$ cat src/rtl/tube_pkg.sv
// Constants shared by the two Tube data FIFOs (host-to-parasite and parasite-to-host).
package tube_pkg;

   localparam logic [7:0] TUBE_EMPTY_BYTE         = 8'hAA;
   localparam int         TUBE_FIFO_DEPTH_DEFAULT = 16;

endpackage

$ cat src/rtl/tube_fifo_ram.sv
// DEPTH x 8 register array: one synchronous write port, one asynchronous read port.
module tube_fifo_ram #(
   parameter int DEPTH = 16,
   parameter int AW    = $clog2(DEPTH)
) (
   input  logic          clk,
   input  logic          we,
   input  logic [AW-1:0] waddr,
   input  logic [7:0]    wdata,
   input  logic [AW-1:0] raddr,
   output logic [7:0]    rdata
);

   logic [7:0] mem [DEPTH];

   // NOTE: the array has no reset on purpose; occupancy lives in the pointers
   // and count, so stale contents are never observed and the array stays plain storage.
   always_ff @(posedge clk) begin
      if (we) begin
         mem[waddr] <= wdata;
      end
   end

   assign rdata = mem[raddr];

endmodule

$ cat src/rtl/hp_fifo.sv
// Host-to-parasite Tube data FIFO: pointers, occupancy, flags and strobe qualification.
// Optional two-byte availability mode is enabled by defining HP_FIFO_TWO_BYTE_EN.
module hp_fifo
   import tube_pkg::*;
#(
   parameter int DEPTH = TUBE_FIFO_DEPTH_DEFAULT,
   parameter int AW    = $clog2(DEPTH)
) (
   input  logic        clk,
   input  logic        rst,
   input  logic        h_phi2_en,
   input  logic        h_selectData,
   input  logic        h_rdnw,
   input  logic [7:0]  h_data,
   output logic        h_full,
   output logic        h_overflow,
   input  logic        p_phi2_en,
   input  logic        p_selectData,
   input  logic        p_rd,
   output logic [7:0]  p_data,
   output logic        p_data_available,
   input  logic        p_two_byte,
   output logic [AW:0] count
);

   localparam logic [AW:0]   CNT_FULL = (AW+1)'(DEPTH);
   localparam logic [AW:0]   CNT_ONE  = (AW+1)'(1);
   localparam logic [AW-1:0] PTR_ONE  = AW'(1);

   logic [AW-1:0] wr_ptr;
   logic [AW-1:0] rd_ptr;
   logic [7:0]    head_byte;
   logic          push;
   logic          pop;
   logic          push_ok;
   logic          pop_ok;
   logic          is_full;
   logic          is_empty;

   assign is_full  = (count == CNT_FULL);
   assign is_empty = (count == '0);

   assign push = h_phi2_en & h_selectData & ~h_rdnw;
   assign pop  = p_phi2_en & p_selectData & p_rd;

   // A pop in the same cycle frees the slot being written, so a full FIFO still accepts.
   assign pop_ok  = pop  & ~rst & ~is_empty;
   assign push_ok = push & ~rst & (~is_full | pop_ok);

   tube_fifo_ram #(
      .DEPTH (DEPTH),
      .AW    (AW)
   ) u_ram (
      .clk   (clk),
      .we    (push_ok),
      .waddr (wr_ptr),
      .wdata (h_data),
      .raddr (rd_ptr),
      .rdata (head_byte)
   );

   // NOTE: all state below uses non-blocking assignments so every register
   // samples pre-edge values regardless of statement order.
   always_ff @(posedge clk) begin
      if (rst) begin
         wr_ptr     <= '0;
         rd_ptr     <= '0;
         count      <= '0;
         h_overflow <= 1'b0;
      end else begin
         if (push_ok) begin
            wr_ptr <= wr_ptr + PTR_ONE;
         end
         if (pop_ok) begin
            rd_ptr <= rd_ptr + PTR_ONE;
         end
         if (push_ok && !pop_ok) begin
            count <= count + CNT_ONE;
         end else if (pop_ok && !push_ok) begin
            count <= count - CNT_ONE;
         end
         if (push && !push_ok) begin
            h_overflow <= 1'b1;
         end
      end
   end

   assign p_data = is_empty ? TUBE_EMPTY_BYTE : head_byte;

`ifdef HP_FIFO_TWO_BYTE_EN
   localparam logic [AW:0] CNT_PAIR      = (AW+1)'(2);
   localparam logic [AW:0] CNT_PAIR_FULL = (AW+1)'(DEPTH - 1);

   // In pair mode the host must only see room for a complete pair of bytes.
   assign h_full           = p_two_byte ? (count >= CNT_PAIR_FULL) : is_full;
   assign p_data_available = p_two_byte ? (count >= CNT_PAIR) : ~is_empty;
`else
   logic unused_two_byte;

   assign unused_two_byte  = p_two_byte;
   assign h_full           = is_full;
   assign p_data_available = ~is_empty;
`endif

endmodule

$ cat config.mk
export PLATFORM = sky130hd
export DESIGN_NAME = hp_fifo
export DESIGN_NICKNAME = d
export VERILOG_FILES = /design/src/rtl/tube_pkg.sv /design/src/rtl/tube_fifo_ram.sv /design/src/rtl/hp_fifo.sv
export SDC_FILE = /design/constraint.sdc
export NUM_CORES = 1
export LEC_CHECK = 0
export CAP_MARGIN = 10
export CORE_MARGIN = 1.5
export CORE_UTILIZATION = 50
export CTS_BUF_LIST = sky130_fd_sc_hd__clkbuf_16
export DETAILED_ROUTE_END_ITERATION = 7
export PLACE_DENSITY = 0.75
export SLEW_MARGIN = 25
export SYNTH_ARGS = -nofsm -noshare
export SYNTH_HDL_FRONTEND = slang
export SYNTH_SLANG_ARGS = --single-unit
$ cat constraint.sdc
create_clock -name clk -period 3.3 [get_ports clk]
set_input_delay 0.495 -clock clk [delete_from_list [all_inputs] [get_ports clk]]
set_output_delay 0.495 -clock clk [all_outputs]
set_load 0.03 [all_outputs]
# After elaboration in Yosys (flattened, before gate mapping)
# Memory sizes are Yosys's and may differ from the RTL's. A register that Yosys moved wholly into a read port is not among the register bits.
# Cells that the tools add are included.
dict set report word_totals {
  elab_cells 37
  n_memories 1
  reg_bits 14
  ramBits 128
  output_inout_bits 16
  inputBits 17
}
dict set report op_classes {
  reduce_logical 7
  addsub 4
  bitwise 13
  eq_ne 1
  mux 7
}
# memory words width read_ports rd_clocked_by_memory_dff write_ports line
set memory_table {}
lappend memory_table {u_ram.mem 16 8 1 1 1 tube_fifo_ram.sv:14} ;# logic [7:0] mem [DEPTH];
# cell n
set ops {}
lappend ops {{$mux 5} 2}
lappend ops {{$add 4x1->4 const B} 2}
lappend ops {{$and 1x1->1} 8}
lappend ops {{$mux 4} 2}
lappend ops {{$mux 8} 1}
lappend ops {{$add 5x1->5 const B} 1}
lappend ops {{$eq 5x5->1 const B} 1}
lappend ops {{$logic_not 5->1} 1}
lappend ops {{$sub 5x1->5 const B} 1}
lappend ops {{$not 1->1} 4}
lappend ops {{$logic_and 1x1->1} 3}
lappend ops {{$logic_not 1->1} 2}
lappend ops {{$mux 1} 2}
lappend ops {{$reduce_bool 2->1} 1}
lappend ops {{$or 1x1->1} 1}

# Longest topological paths before layout
dict set report depth {
  depth_word 10
  depth_mapped 9
  mapped_depth_nobuf 9
}

# Modules after synthesis
# Synthesis repeated with hierarchy kept, for this count alone.
dict set report hier_totals {
  hier_cells 316
  area_unflattened_um2 5809.3
}
# mod cells_each seq_area_each_um2 area_each_um2 instances
set modules_own_cells {}
lappend modules_own_cells {tube_fifo_ram 221 3843.7 4987.3 1}
lappend modules_own_cells {hp_fifo 95 280.3 822.0 1}

# Worst setup path before layout
# No wires, ideal clock.
dict set report synth_path {
  path_kind {reg2reg}
  startpoint {register count[0]}
  endpoint {register count[4]}
  stages_incl_launch_ff 10
  path_buffers 0
  setup_slack_ns 0.363
  synth_period_minus_slack_ns 2.937
  required_time_ns 3.179
  arrival_time_ns 2.816
  setup_time_ns 0.121
  path_cell_list {dfxtp_1 > or4_1 > o21ai_1 > ha_1 > inv_1 > fa_1 > a21o_1 > a21oi_1 > mux2i_1 > mux2_2}
}
dict set report synth_via {
  elab_chain_cells 8
  word_cells_on_any_way 16
  cone_classes {add/sub: 2; eq/ne: 1; mux: 2; bitwise: 5; reduce/logical: 6}
}
# element line
set synth_lines {}
lappend synth_lines {{start: declaration} hp_fifo.sv:23} ;# output logic [AW:0] count
lappend synth_lines {{start signal: assignment} hp_fifo.sv:78} ;# count <= count + CNT_ONE;
lappend synth_lines {{start signal: assignment} hp_fifo.sv:80} ;# count <= count - CNT_ONE;
lappend synth_lines {{$logic_not 5->1} hp_fifo.sv:41} ;# assign is_empty = (count == '0);
lappend synth_lines {{$not 1->1} hp_fifo.sv:47} ;# assign pop_ok = pop & ~rst & ~is_empty;
lappend synth_lines {{$and 1x1->1} hp_fifo.sv:47}
lappend synth_lines {{$or 1x1->1} hp_fifo.sv:48} ;# assign push_ok = push & ~rst & (~is_full | pop_ok);
lappend synth_lines {{$and 1x1->1} hp_fifo.sv:48}
lappend synth_lines {{$logic_not 1->1} hp_fifo.sv:79} ;# end else if (pop_ok && !push_ok) begin
lappend synth_lines {{$logic_and 1x1->1} hp_fifo.sv:79}
lappend synth_lines {{$reduce_bool 2->1 (no line)} n/a}
# Parallel ways exist; a longest one is shown, timed or not. The select of a mux whose other input is x is not followed.
# A chain may end at the register's enable or synchronous reset.

==> impl_metrics.py <==
metrics = {
    "run_status": {
        "outcome": "finished with violations",
        "violations": "design-rule violations",
    },
    "floorplanning": {
        "die_w_um": 112,
        "fp.dieH_um": 112,
        "die_area_mm2": 0.0125,
        "core_region_area_mm2": 0.0115,
        "ios": 33,
        "std_cell_rows": 39,
        "start_util_pct": 51.6,
    },
    "final_layout": {
        "final_cell_mix": "edfxtp_1 (128), nor2_1 (35), clkdlybuf4s50_1 (27)",
        "area_growth_pct": 20.9,
        "fillerInstances": 818,
        "layout.cells.most_common": "edfxtp_1",
        "diodes": 0,
        "utilization_pct": 62.4,
        "drive_above_1_share_pct": 20.9,
        "nets": 421,
        "fin_area_mm2": 0.00718,
    },
    "timing": {
        "fin_worst_skew_ns": 0.0106,
        "rsz0062_at_grt": "false",
        "setup_viol_count_final": 0,
        "worst_slew_margin_rel_pct": 57.2,
        "hold_violations": 0,
        "slew_violations": 0,
        "finalSetupTns_ns": 0,
        "worstMarginPinSlew_ns": 0.638,
        "fmaxAchievable_ghz": 0.313,
        "period_share_pct": 96.8,
        "period_needed_ns": 3.20,
        "hold_slack_ns": 0.449,
    },
    "yosys": {
        "synthMuxAreaShare_pct": 15.2,
        "synth-seq-cells": 146,
        "synthCells": 334,
        "synth_fp_nets": 361,
        "yosys.area_share.simple_pct": 5.41,
        "synth.distinct_cells": 42,
        "synth_edf_count": 128,
        "yosys.area.top_type_share_pct": 64.7,
        "synth_area_leader_cell": "edfxtp_1",
        "synth-xor-area-share_pct": 1.03,
        "synth_adder_area_share_pct": 2.23,
        "synth_compound_area_share_pct": 3.18,
        "synth.cell_area_mm2": 0.00594,
        "synthArstFlopShare_pct": 0,
        "synthFlopType": "edfxtp_1",
        "avgSynthCellArea_um2": 17.8,
        "seq_area_frac_synth_pct": 70.8,
        "synth_area_leaders": "edfxtp_1 (65%), mux4_2 (8.0%), dfxtp_1 (6.1%), mux2i_1 (3.2%), mux4_1 (3.1%)",
        "yosys_warnings": 0,
        "synth_top_family_by_area": "multiplexers",
    },
    "placement": {
        "io_buffers": 31,
        "post_dp_cell_area_mm2": 0.00653,
        "gp_congestion": 0.731,
        "hpwl_um": 6970,
    },
    "detailed_routing": {
        "drt_iter0_markers": 262,
        "totalWireLength_um": 11100,
        "viasPerCell": 5.70,
        "num_vias": 3136,
        "ant_nets": 0,
        "wire_per_inst_um": 20.2,
        "drc": 4,
        "dr.pass1.iters": 7,
    },
    "clock_tree": {
        "cts_root_buffer": "clkbuf_16",
        "postCtsSetupRepairBufs": 0,
        "clkLatencyLatePin_ns": 0.42,
        "cts_buffers": 17,
        "cts_tree": "yes",
        "clock_sinks": 146,
        "ctsLongestPathBuffers": 2,
        "postCtsHoldBufs": 0,
        "htree_levels": 4,
        "cts.clk_slew.worst_paths_ns": 0.06,
    },
    "worst_setup_path": {
        "cp.arrival_ns": 2.70,
        "critPathRequiredTime_ns": 2.80,
        "r2r-start": "count[0]",
        "critPathKind": "reg -> out",
        "end_kind": "output pin",
        "start_kind": "flip-flop",
        "crit_fanout": 10,
    },
    "pwr": {
        "vdd.ir_drop.worst_mv": 0.276,
        "power.total_uw": 4260,
        "power_density_mw_per_mm2": 594,
        "p_leak_uw": 0.00239,
    },
    "global_routing": {
        "grt_overflow_total": 0,
        "grt_pass1_vias": 3276,
        "antenna_found_initial": 0,
        "grt.total_usage_pct": 19.0,
        "grt_pass1_wl_um": 17300,
        "grt_max_degree": 37,
    },
    "min_path": {
        "hold_start": "h_overflow",
        "hold_path_class": "reg -> reg",
    },
    "flow_run": {
        "max_cap_viol_count": 0,
    },
}
[routing by layer]
metal  part of all wire (%)  GRT usage, %
met5                      0             0
met1                     41          23.3
met3                    5.1          5.29
met2                     52          32.3
met4                    1.3          7.51
[metrics by stage]
step,instances,worst slack [ns]
floorplan,334,0.363
global placement,518,0.0551
detailed placement,518,-0.0194
CTS,550,0.0508
global route,550,0.00389
finish,550,0.104
[worst max-delay path: stages (launching register included)]
cell and delay [ns]:
dfxtp_4 0.47, mux4_1 0.60, mux2i_1 0.17, nor2_1 0.08, or3_1 0.36, clkdlybuf4s50_1 0.60
[registers in the layout (all words and copies together), names as in the netlist, named ones only]
name	flops
h_overflow	1
wr_ptr	4
count	5
rd_ptr	4
u_ram.mem	128
[where the power goes]
part	switching [uW]	internal [uW]	total, uW
registers	10.5	2010	2020
logic	128	92.2	220
clock network	748	1270	2020
total	886	3380	4260
[final timing paths]
path / to / slack, ns / cells after the start
min: h_overflow / 0.45 / 2
max reg2reg: count[4] / 0.34 / 9
max: p_data[3] / 0.10 / 5
min reg2reg: h_overflow / 0.45 / 2
[timing repair]
item	CTS	global route
cloned	0	0
gates resized for setup	2	5
endpoints found under the hold margin	0	0
pin swaps	0	0
setup endpoints to repair	8	3
[cell usage after synthesis, types with 5 or more instances]
| master | n |
|---|---|
| a311oi_1 | 5 |
| dfxtp_1 | 18 |
| inv_1 | 6 |
| mux2i_1 | 19 |
| mux2_2 | 5 |
| mux4_1 | 7 |
| nand2_1 | 8 |
| mux4_2 | 21 |
| xor2_1 | 5 |
| a21oi_1 | 7 |
| edfxtp_1 | 128 |
| buf_2 | 6 |
| nor2_1 | 35 |
| ha_1 | 9 |
[layout make-up]
| cell class | instances | area (um2) | area share, % |
|---|---|---|---|
| clock inverter | 15 | 205 | 2.86 |
| timing repair buffer | 57 | 536 | 7.46 |
| clock buffer | 17 | 425 | 5.92 |
| multi-input combinational | 166 | 1610 | 22.4 |
| inverter | 6 | 22.5 | 0.314 |
| tap | 143 | 179 | 2.49 |
| sequential | 146 | 4210 | 58.6 |
[kinds of logic (layout without fill, tap and decap cells)]
| family | Yosys count | in the layout |
|---|---|---|
| AOI/OAI and AO/OA | 29 | 29 |
| xor gates and xnor gates | 7 | 7 |
| adders and majority gates | 10 | 10 |
| buffers and inverters | 22 | 95 |
| DFF | 146 | 146 |
| muxes | 52 | 52 |
| and+or+nand+nor | 68 | 68 |
(Power assumes the default switching activity.)
